==> src/rtl/pico_ctrl_core.sv <==
// PicoCtrl execution core: single-cycle decode of the 16-bit ROM word, conditional
// immediate write to one of four output registers, or conditional jump.
module pico_ctrl_core #(
   parameter int unsigned ADDR_W      = 5,
   parameter int unsigned SYNC_STAGES = 2
) (
   input  logic              clk,
   input  logic              reset,
   input  logic              en,
   input  logic [7:0]        cond_in,
   output logic [ADDR_W-1:0] rom_addr,
   input  logic [15:0]       rom_data,
   output logic [7:0]        reg0,
   output logic [7:0]        reg1,
   output logic [7:0]        reg2,
   output logic [7:0]        reg3,
   output logic [3:0]        wr_strobe
);

   typedef enum logic [1:0] {
      ActWrite = 2'b00,
      ActJump  = 2'b01,
      ActRsvd2 = 2'b10,
      ActRsvd3 = 2'b11
   } action_e;

   logic [ADDR_W-1:0] pc_q, pc_d;
   logic [7:0]        regs_q [4];
   logic [7:0]        regs_d [4];
   logic [3:0]        strobe_q, strobe_d;
   logic [7:1]        sync_q [SYNC_STAGES];

   logic [2:0] cond_sel;
   logic       cond_val;
   action_e    action;
   logic [1:0] reg_sel;
   logic [7:0] imm;
   logic [7:0] cond_vec;
   logic       cond_true;

   // c0 is hard-wired low, so the bit-0 input never needs synchronizing.
   logic unused_cond0;
   assign unused_cond0 = cond_in[0];

   assign cond_sel  = rom_data[15:13];
   assign cond_val  = rom_data[12];
   assign action    = action_e'(rom_data[11:10]);
   assign reg_sel   = rom_data[9:8];
   assign imm       = rom_data[7:0];
   assign cond_vec  = {sync_q[SYNC_STAGES-1], 1'b0};
   assign cond_true = (cond_vec[cond_sel] == cond_val);

   always_comb begin
      pc_d     = pc_q;
      regs_d   = regs_q;
      strobe_d = 4'b0000;
      if (en) begin
         pc_d = pc_q + ADDR_W'(1);
         case (action)
            ActJump: begin
               if (cond_true) pc_d = imm[ADDR_W-1:0];
            end
            ActWrite: begin
               if (cond_true) begin
                  regs_d[reg_sel]   = imm;
                  strobe_d[reg_sel] = 1'b1;
               end
            end
            default: ;
         endcase
      end
   end

   always_ff @(posedge clk) begin
      if (reset) begin
         pc_q     <= '0;
         strobe_q <= 4'b0000;
         for (int i = 0; i < 4; i++) regs_q[i] <= 8'h00;
         for (int i = 0; i < int'(SYNC_STAGES); i++) sync_q[i] <= '0;
      end else begin
         pc_q     <= pc_d;
         strobe_q <= strobe_d;
         regs_q   <= regs_d;
         // The synchronizer runs regardless of en so conditions stay current while stalled.
         sync_q[0] <= cond_in[7:1];
         for (int i = 1; i < int'(SYNC_STAGES); i++) sync_q[i] <= sync_q[i-1];
      end
   end

   assign rom_addr  = pc_q;
   assign reg0      = regs_q[0];
   assign reg1      = regs_q[1];
   assign reg2      = regs_q[2];
   assign reg3      = regs_q[3];
   assign wr_strobe = strobe_q;

endmodule

==> config.mk <==
export PLATFORM = sky130hd
export DESIGN_NAME = pico_ctrl_core
export DESIGN_NICKNAME = d
export VERILOG_FILES = /design/src/rtl/pico_ctrl_core.sv
export SDC_FILE = /design/constraint.sdc
export NUM_CORES = 1
export LEC_CHECK = 0
export BUFFER_PORTS_ARGS = -buffer_cell sky130_fd_sc_hd__clkbuf_2
export CAP_MARGIN = 0
export CORE_ASPECT_RATIO = 0.9
export CORE_MARGIN = 5
export CORE_UTILIZATION = 52
export DETAILED_ROUTE_END_ITERATION = 16
export PLACE_DENSITY = 0.84
export SLEW_MARGIN = 10
export SYNTH_ARGS = -nofsm -noshare
export SYNTH_HDL_FRONTEND = slang
export SYNTH_SLANG_ARGS = --single-unit
==> constraint.sdc <==
create_clock -name clk -period 2.2 [get_ports clk]
set_clock_uncertainty 0.1 [all_clocks]
set_input_delay 0.22 -clock clk [delete_from_list [all_inputs] [get_ports clk]]
set_output_delay 0.22 -clock clk [all_outputs]
set_load 0.03 [all_outputs]
==> After elaboration in Yosys (flattened, before gate mapping) <==
Memories as Yosys holds them, arrays and structs flattened.
Index checks and enable logic that the tools add are counted.
W data, S select, Z words.
{ "totals": {"word_cells": 40, "mem_bits_rw": 14, "input_bits": 27, "n_memories": 1, "reg_bits": 41} }
{ "classes": {"eq_ne": 2, "n_addsub": 1, "n_reduce_logical": 5, "bitwise_logic": 6, "n_lt_le_gt_ge": 5, "n_mux": 14} }
{ "memory_table": {"columns": ["memory", "depth", "width", "rd", "rd_ports_with_merged_regs", "write_ports", "line_no", "rtl"], "rows": [
  ["sync_q", 2, 7, 2, 0, 2, "31", "logic [7:1] sync_q [SYNC_STAGES];"]
]} }
{ "op_table": {"columns": ["cell", "n"], "rows": [
  ["$bwmux W32", 1],
  ["$demux W8 S2", 1],
  ["$mux W7", 2],
  ["$mux W5", 2],
  ["$mux W8", 1],
  ["$add A5 B1 Y5 const B", 1],
  ["$mux W1", 5],
  ["$lt A3 B4 Y1 const B", 1],
  ["$reduce_or A4 Y1", 1],
  ["$bmux W1 S3", 1],
  ["$ge A3 B3 Y1 const B", 1],
  ["$lt A2 B3 Y1 const B", 1],
  ["$lt A3 B1 Y1 const B", 1],
  ["$not A1 Y1", 3],
  ["$not A2 Y3", 1],
  ["$reduce_and A3 Y1", 1],
  ["$demux W1 S2", 1],
  ["$eq A2 B1 Y1 const B", 1],
  ["$ge A2 B1 Y1 const B", 1],
  ["$logic_and A1 B1 Y1", 2],
  ["$logic_not A2 Y1", 1],
  ["$or A1 B1 Y1", 2],
  ["$eq A1 B1 Y1", 1]
]} }

==> Depth between registers and ports, before layout <==
Gate-level depths: netlist (run 1).
{ "depth": {"depth_word": 6, "depth_mapped": 7, "depth_no_buf": 5} }

==> Worst setup path after synthesis (run 1) <==
Ideal clock, no wire load.
{ "synth_path": {"path_type": "register -> register", "from": "memory sync_q[0][7] (netlist bit)", "to": "register regs_q (netlist bit reg3[0])", "t_arrival_ps": 1477, "setup_time_ps": 135, "path_buffers": 2, "required_ps": 1965, "stages_incl_launch_ff": 8, "setup_slack_ps": 488, "path_cell_list": "dfxtp_1 mux2_4 a211o_1 buf_6 and4_4 buf_6 o21ai_1 a21oi_1"} }
{ "synth_rtl": {"columns": ["item", "line_no", "rtl"], "rows": [
  ["from (decl)", "31", null],
  ["to (signal assigned)", "83", "regs_q <= regs_d;"],
  ["to (decl)", "28", "logic [7:0] regs_q [4];"]
]} }

==> impl_metrics.yaml, run 1 <==
finish:
  final_net_count: 364
  fillCellCount: 402
  synthToLayoutAreaGrowth_pct: 18.9
  drive_gt1_share_pct: 31.5
  antennaDiodeCount: 0
cts:
  cts.root.buffer_cell: "sky130_fd_sc_hd__clkbuf_8"
  worst_setup_hold_path_clk_slew_ps: 80
  tritoncts.num_buffers: 5
  cts_sinks: 55
  cts_hold_repair.buffers: 0
  worst_skew_pair.late_latency_ps: 300
  tritoncts_clock_tree: "yes"
  htree_num_levels: 2
  cts.path.max_buffers: 2
  post_cts_buffers: 0
  number_of_gates_resized_after_cts: 0
route:
  drt.antenna.violating_nets: 0
  drc_errors: 0
  1st_pass_router_iterations: 5
  detailroute.via_count: 2253
  first_iter_violations: 153
  wl_um: 6110
  viasPerCell: 5.66
  routed_wire_length_per_instance_um: 15.3
yosys:
  yosys_register_bits: 55
  synth.avg_cell_area_sq_um: 9.23
  netlist-cell-type-count: 43
  yosysSeqAreaShare_pct: 44.7
  postSynth.asyncResetShare_pct: 0
  yosys_warnings: 0
  netlist_area_sq_um: 2460
  postSynth.topFlopCell: "sky130_fd_sc_hd__dfxtp_1"
  synth_enable_flop_cells: 0
  synth_fp_nets: 295
  syn-instance-count: 267
grt:
  antenna_violations_before_repair: 0
  grt_use_total_pct: 20.8
  first_pass_grt_wire_length_um: 9850
  global_route.overflow_total: 0
  grt_pass1_vias: 2120
  grt_start_max_net_pins: 25
setup_path:
  worst_r2r_endpoint: "rom_addr[1]"
  worst_ep_arrival_time_ps: 1980
  cp_cell_sequence: "and3b_2, a211o_1, nand4_1, and2_1, o311a_1"
  number_of_cells_on_the_worst_reg_to_reg_path: 5
  worst-path-max-fanout: 11
  reg2reg_setup_slack_ps: 320
  r2r-start: "sync_q[0][10]"
  required_ps: 2300
  cpMaxStageDelayCell: "sky130_fd_sc_hd__nand4_1"
  setup.worst_path.start_class: "flop"
  timing.setup.critical_path_class: "flop to flop"
  cp-end-kind: "flop"
  critical_path.max_stage_delay_ps: 380
  critPathLaunch: "sync_q[0][10]"
placement:
  placement.io_buffers: 66
  dpl.hpwl_um: 4540
  gp_congestion: 0.824
sta:
  timing_hold_violations_final: 0
  min_period_over_period_pct: 85.4
  fin_tns_setup_ps: 0
  slew_headroom_pct: 69.9
  setup_viol: 0
  max_slew.worst_pin.slew_ps: 450
  max_freq_mhz: 532
  finalMaxSlewViolations: 0
  worst_slack_on_hold_paths_ps: 18.7
  unrepaired_setup_endpoints_after_global_routing: "false"
  final_period_minus_worst_setup_slack_ps: 1880
die:
  ioPinCount: 68
  dieArea_sq_um: 6220
  core_region_area_sq_um: 4520
  start_util_pct: 54.5
  die_height_um: 75.3
  std_cell_rows: 23
  die_w_um: 82.6
pwr:
  power_per_cell_area_nw_per_um2: 617
  power.static_leakage_nw: 1.15
  vdd.ir_drop.worst_v: 0.000321
min_path:
  timing.hold.worst_endpoint: "sync_q[0][3]"
  hold_start: "cond_in[4]"
  worst_hold_path.num_cells: 2
  timing.hold.worst.class: "input port to flop"
run:
  drv.max_cap_violation_count: 0
outcome:
  run_status: "finished clean"
[sequential cells by signal, indices dropped and copies added (netlist names)]
register,flops
sync_q,14
reg0,8
reg1,8
reg2,8
reg3,8
rom_addr,5
wr_strobe,4
[layout by cell type, fill, tap and decap left out, drive strengths merged, types with 4 or more instances in the layout]
master / instances
nor2: 7
clkbuf: 72
a21oi: 36
nand4: 4
o21ai: 32
nand3: 38
and4: 5
dfxtp: 55
nor2b: 17
nand2: 12
a21o: 7
nand2b: 4
buf: 11
[where the power goes]
| part | internal, mW | switching (mW) | leakage, nW |
|---|---|---|---|
| logic | 0.0818 | 0.139 | 0.660 |
| clock network | 0.247 | 0.304 | 0.0470 |
| registers | 1.02 | 0.0147 | 0.447 |
| total | 1.35 | 0.457 | 1.15 |
[cell usage after synthesis (all sizes together) (2+ instances only)]
cell / number / area (sq um)
a21o: 7 / 52.6
a21oi: 36 / 225
a41oi: 2 / 32.5
and4: 5 / 46.3
buf: 6 / 67.6
clkbuf: 9 / 45.0
dfxtp: 55 / 1100
inv: 3 / 11.3
mux2: 3 / 37.5
nand2: 12 / 45.0
nand2b: 4 / 25.0
nand3: 38 / 190
nand4: 4 / 31.3
nand4b: 2 / 17.5
nor2: 7 / 26.3
nor2b: 17 / 106
nor3: 3 / 15.0
nor3b: 3 / 22.5
nor4b: 2 / 17.5
o211ai: 2 / 20.0
o21ai: 32 / 164
or3: 3 / 22.5
[metrics by stage]
| stage | power [mW] | setup slack [ps] | std cells | cell area [sq um] | util (%) |
|---|---|---|---|---|---|
| final | 1.81 | 321 | 398 | 2930 | 64.8 |
| after global routing | 1.87 | 193 | 398 | 2930 | 64.8 |
| after CTS | 1.81 | 320 | 398 | 2930 | 64.8 |
| after detailed placement | 1.28 | 185 | 391 | 2840 | 62.9 |
| after global placement | 1.27 | 235 | 391 | 2840 | 62.9 |
| after floorplan | 1.20 | 488 | 267 | 2460 | - |
[worst max-delay path by stage]
stage                  endpoint  slack (ps)  depth (start not counted)
floorplan               reg3[0]         490                          7
global placement    rom_addr[1]         230                          6
detailed placement  rom_addr[1]         180                          6
CTS                 rom_addr[1]         320                          5
global route        rom_addr[1]         190                          5
finish              rom_addr[1]         320                          5
[layer usage]
metal	wire length, um	part of all wire, %	vias to the layer above	global-route usage [%]
met3	524	8.6	18	4.85
met1	2630	43	1028	27.1
met4	165	2.7	0	9.26
li1	-	-	1103	-
met5	0	0	-	0
met2	2790	46	104	33.2
[worst max-delay path: cells and delay by family (launching register included)]
| kind | cells | cell delay (ps) |
|---|---|---|
| simple gates | 3 | 940 |
| compound gates | 2 | 420 |
| flops | 1 | 310 |
[cell families after synthesis]
group           Yosys count  share of synthesized area (%)
flops                    55                           44.7
compound gates           86                           23.8
mux                       3                           1.52
simple gates            103                           24.1
fa+ha+maj                 1                          0.508
xor+xnor                  1                          0.356
buf+inv                  18                           5.03
[final cells by class]
type	count	area (sq um)	area share, %
sequential	55	1100	37.6
timing repair buffer	77	413	14.1
inverter	3	11.3	0.384
multi-input combinational	194	1240	42.3
clock inverter	1	5.00	0.171
clock buffer	6	82.6	2.82
tap	62	77.6	2.65
No activity file was read; power rests on OpenSTA's default activity.
==> run 2: changes to the inputs <==
--- a/config.mk
+++ b/config.mk
@@ -5,13 +5,15 @@
 export SDC_FILE = /design/constraint.sdc
 export NUM_CORES = 1
 export LEC_CHECK = 0
+export ABC_AREA = 1
 export BUFFER_PORTS_ARGS = -buffer_cell sky130_fd_sc_hd__clkbuf_2
 export CAP_MARGIN = 0
 export CORE_ASPECT_RATIO = 0.9
 export CORE_MARGIN = 5
-export CORE_UTILIZATION = 52
+export CORE_UTILIZATION = 53
+export CTS_BUF_LIST = sky130_fd_sc_hd__clkbuf_4 sky130_fd_sc_hd__clkbuf_8
 export DETAILED_ROUTE_END_ITERATION = 16
-export PLACE_DENSITY = 0.84
+export PLACE_DENSITY = 0.86
 export SLEW_MARGIN = 10
 export SYNTH_ARGS = -nofsm -noshare
 export SYNTH_HDL_FRONTEND = slang
==> impl_metrics.yaml, run 2 <==
setup_path:
  worst_ep_arrival_time_ps: 1810
  cp-end-kind: "flop"
  required_ps: 2340
  cpMaxStageDelayCell: "sky130_fd_sc_hd__dfxtp_1"
  timing.critical_path.mode_cell: "sky130_fd_sc_hd__nand2_1"
  reg2reg_setup_slack_ps: 530
  cp_cell_sequence: "or2_1, nand3_1, nand2_2, nand3_2, and2_4, nand3_4, nand2_1, nand2_1, nor2_1"
  worst-path-max-fanout: 17
  critical_path.max_stage_delay_ps: 310
  setup.worst_path.start_class: "flop"
  timing.setup.critical_path_class: "flop to flop"
sta:
  setup_viol: 0
  finalMaxSlewViolations: 0
  unrepaired_setup_endpoints_after_global_routing: "false"
  max_slew.worst_pin.slew_ps: 428
  min_period_over_period_pct: 75.7
  worst_slack_on_hold_paths_ps: 9.93
  slew_headroom_pct: 71.3
  max_freq_mhz: 600
  fin_tns_setup_ps: 0
  timing_hold_violations_final: 0
  final_period_minus_worst_setup_slack_ps: 1670
grt:
  global_route.overflow_total: 0
  antenna_violations_before_repair: 0
  grt_pass1_vias: 2023
  first_pass_grt_wire_length_um: 8710
  grt_start_max_net_pins: 24
  grt_use_total_pct: 19.0
placement:
  gp_congestion: 0.834
  placement.io_buffers: 66
  dpl.hpwl_um: 3850
  post-place-cells: 458
min_path:
  timing.hold.worst.class: "input port to flop"
cts:
  worst_skew_pair.late_latency_ps: 310
  worst_setup_hold_path_clk_slew_ps: 100
  cts.path.max_buffers: 2
  htree_num_levels: 2
  cts_sinks: 55
  tritoncts_clock_tree: "yes"
  cts.root.buffer_cell: "sky130_fd_sc_hd__clkbuf_8"
  number_of_gates_resized_after_cts: 0
  tritoncts.num_buffers: 5
route:
  routed_wire_length_per_instance_um: 10.9
  1st_pass_router_iterations: 4
  wl_um: 5120
  detailroute.via_count: 2101
  drc_errors: 0
  drt.antenna.violating_nets: 0
  viasPerCell: 4.49
  first_iter_violations: 103
yosys:
  postSynth.topFlopCell: "sky130_fd_sc_hd__dfxtp_1"
  ys_top_cells_by_area: "sky130_fd_sc_hd__dfxtp_1 46%, sky130_fd_sc_hd__nor2_1 14%, sky130_fd_sc_hd__nand2_1 12%"
  yosys.area.top_type_share_pct: 46.3
  post-synth-top-area-cell: "sky130_fd_sc_hd__dfxtp_1"
  synthMostInstantiatedCell: "sky130_fd_sc_hd__nor2_1"
  yosysSeqAreaShare_pct: 46.3
  postSynth.asyncResetShare_pct: 0
  netlist_area_sq_um: 2380
  syn-instance-count: 338
  yosys_register_bits: 55
  synth.avg_cell_area_sq_um: 7.03
  synth_fp_nets: 366
  synth_enable_flop_cells: 0
  synth.top_cells.by_count: "90 x sky130_fd_sc_hd__nor2_1, 78 x sky130_fd_sc_hd__nand2_1, 66 x sky130_fd_sc_hd__inv_1, 55 x sky130_fd_sc_hd__dfxtp_1, 9 x sky130_fd_sc_hd__nand3_1"
  yosys_warnings: 0
  netlist-cell-type-count: 23
finish:
  max_reg_flops: 14
  drive_gt1_share_pct: 22.4
  synthToLayoutAreaGrowth_pct: 19.2
  fillCellCount: 401
  antennaDiodeCount: 0
  layout.cells.non_filler: 468
  most_common_cell_after_layout_fill_and_taps_aside: "sky130_fd_sc_hd__nor2_1"
  largest-register: "sync_q"
  leading_cell_types_in_the_layout_fill_and_taps_excluded: "90 x sky130_fd_sc_hd__nor2_1, 78 x sky130_fd_sc_hd__nand2_1, 66 x sky130_fd_sc_hd__inv_1, 66 x sky130_fd_sc_hd__clkbuf_2, 55 x sky130_fd_sc_hd__dfxtp_1"
  final_net_count: 433
run:
  drv.max_cap_violation_count: 0
die:
  die_height_um: 73.5
  dieArea_sq_um: 5930
  die_w_um: 80.6
  core_region_area_sq_um: 4400
  ioPinCount: 68
  start_util_pct: 54.0
  std_cell_rows: 23
pwr:
  power.static_leakage_nw: 1.60
  vdd.ir_drop.worst_v: 0.000479
  power_per_cell_area_nw_per_um2: 649
outcome:
  run_status: "finished clean"
run 2: through the flow:
stage                     area [sq um]  power, mW  setup slack [ps]  utilization (%)
after floorplan                   2380       1.21               640                -
after global placement            2710       1.26               535             61.6
after detailed placement          2710       1.27               446             61.6
after CTS                         2830       1.86               507             64.3
after global routing              2830       1.93               385             64.3
final                             2830       1.84               534             64.3
run 2: logic make-up after synthesis:
logic type / count (synthesis) / synth area share, %
xor gates and xnor gates: 3 / 1.11
and+or+nand+nor: 198 / 36.9
AOI/OAI and AO/OA: 5 / 1.05
buffers and inverters: 76 / 14.1
adders and majority gates: 1 / 0.526
DFF: 55 / 46.3
run 2: worst paths after layout:
check                start           end  cells past startpoint
min reg2reg   sync_q[0][1]  sync_q[0][8]                      2
min             cond_in[6]  sync_q[0][5]                      3
max reg2reg  sync_q[0][10]       reg0[2]                      9
max          sync_q[0][10]       reg0[2]                      9
run 2: cell type report:
cell class | instances | area, sq um | share of cell area, %
clock buffers | 7 | 90.1 | 3.18
clock inverters | 1 | 8.76 | 0.309
inverters | 66 | 248 | 8.75
multi-input cells | 207 | 942 | 33.3
flip-flops and latches | 55 | 1100 | 38.9
well taps | 62 | 77.6 | 2.74
repair buffers | 70 | 365 | 12.9
run 2: where the power goes:
group	internal [mW]	switching, mW
clock network	0.271	0.317
registers	1.02	0.0162
logic	0.0717	0.141
total	1.37	0.474
run 2: critical path: cells and delay by family, from the launching register on:
| family | cells | cell delay (ps) |
|---|---|---|
| and+or+nand+nor | 9 | 1190 |
| DFF | 1 | 310 |
run 2: what timing repair did:
item	in CTS	in global routing
buffers inserted	0	0
hold buffers	2	0
hold endpoints to repair	2	0
run 2: routing by layer:
metal | GRT usage, % | part of all wire, %
met1 | 21.6 | 41
met2 | 33.7 | 51
met4 | 6.75 | 1.5
met5 | 0 | 0
met3 | 5.88 | 6.5
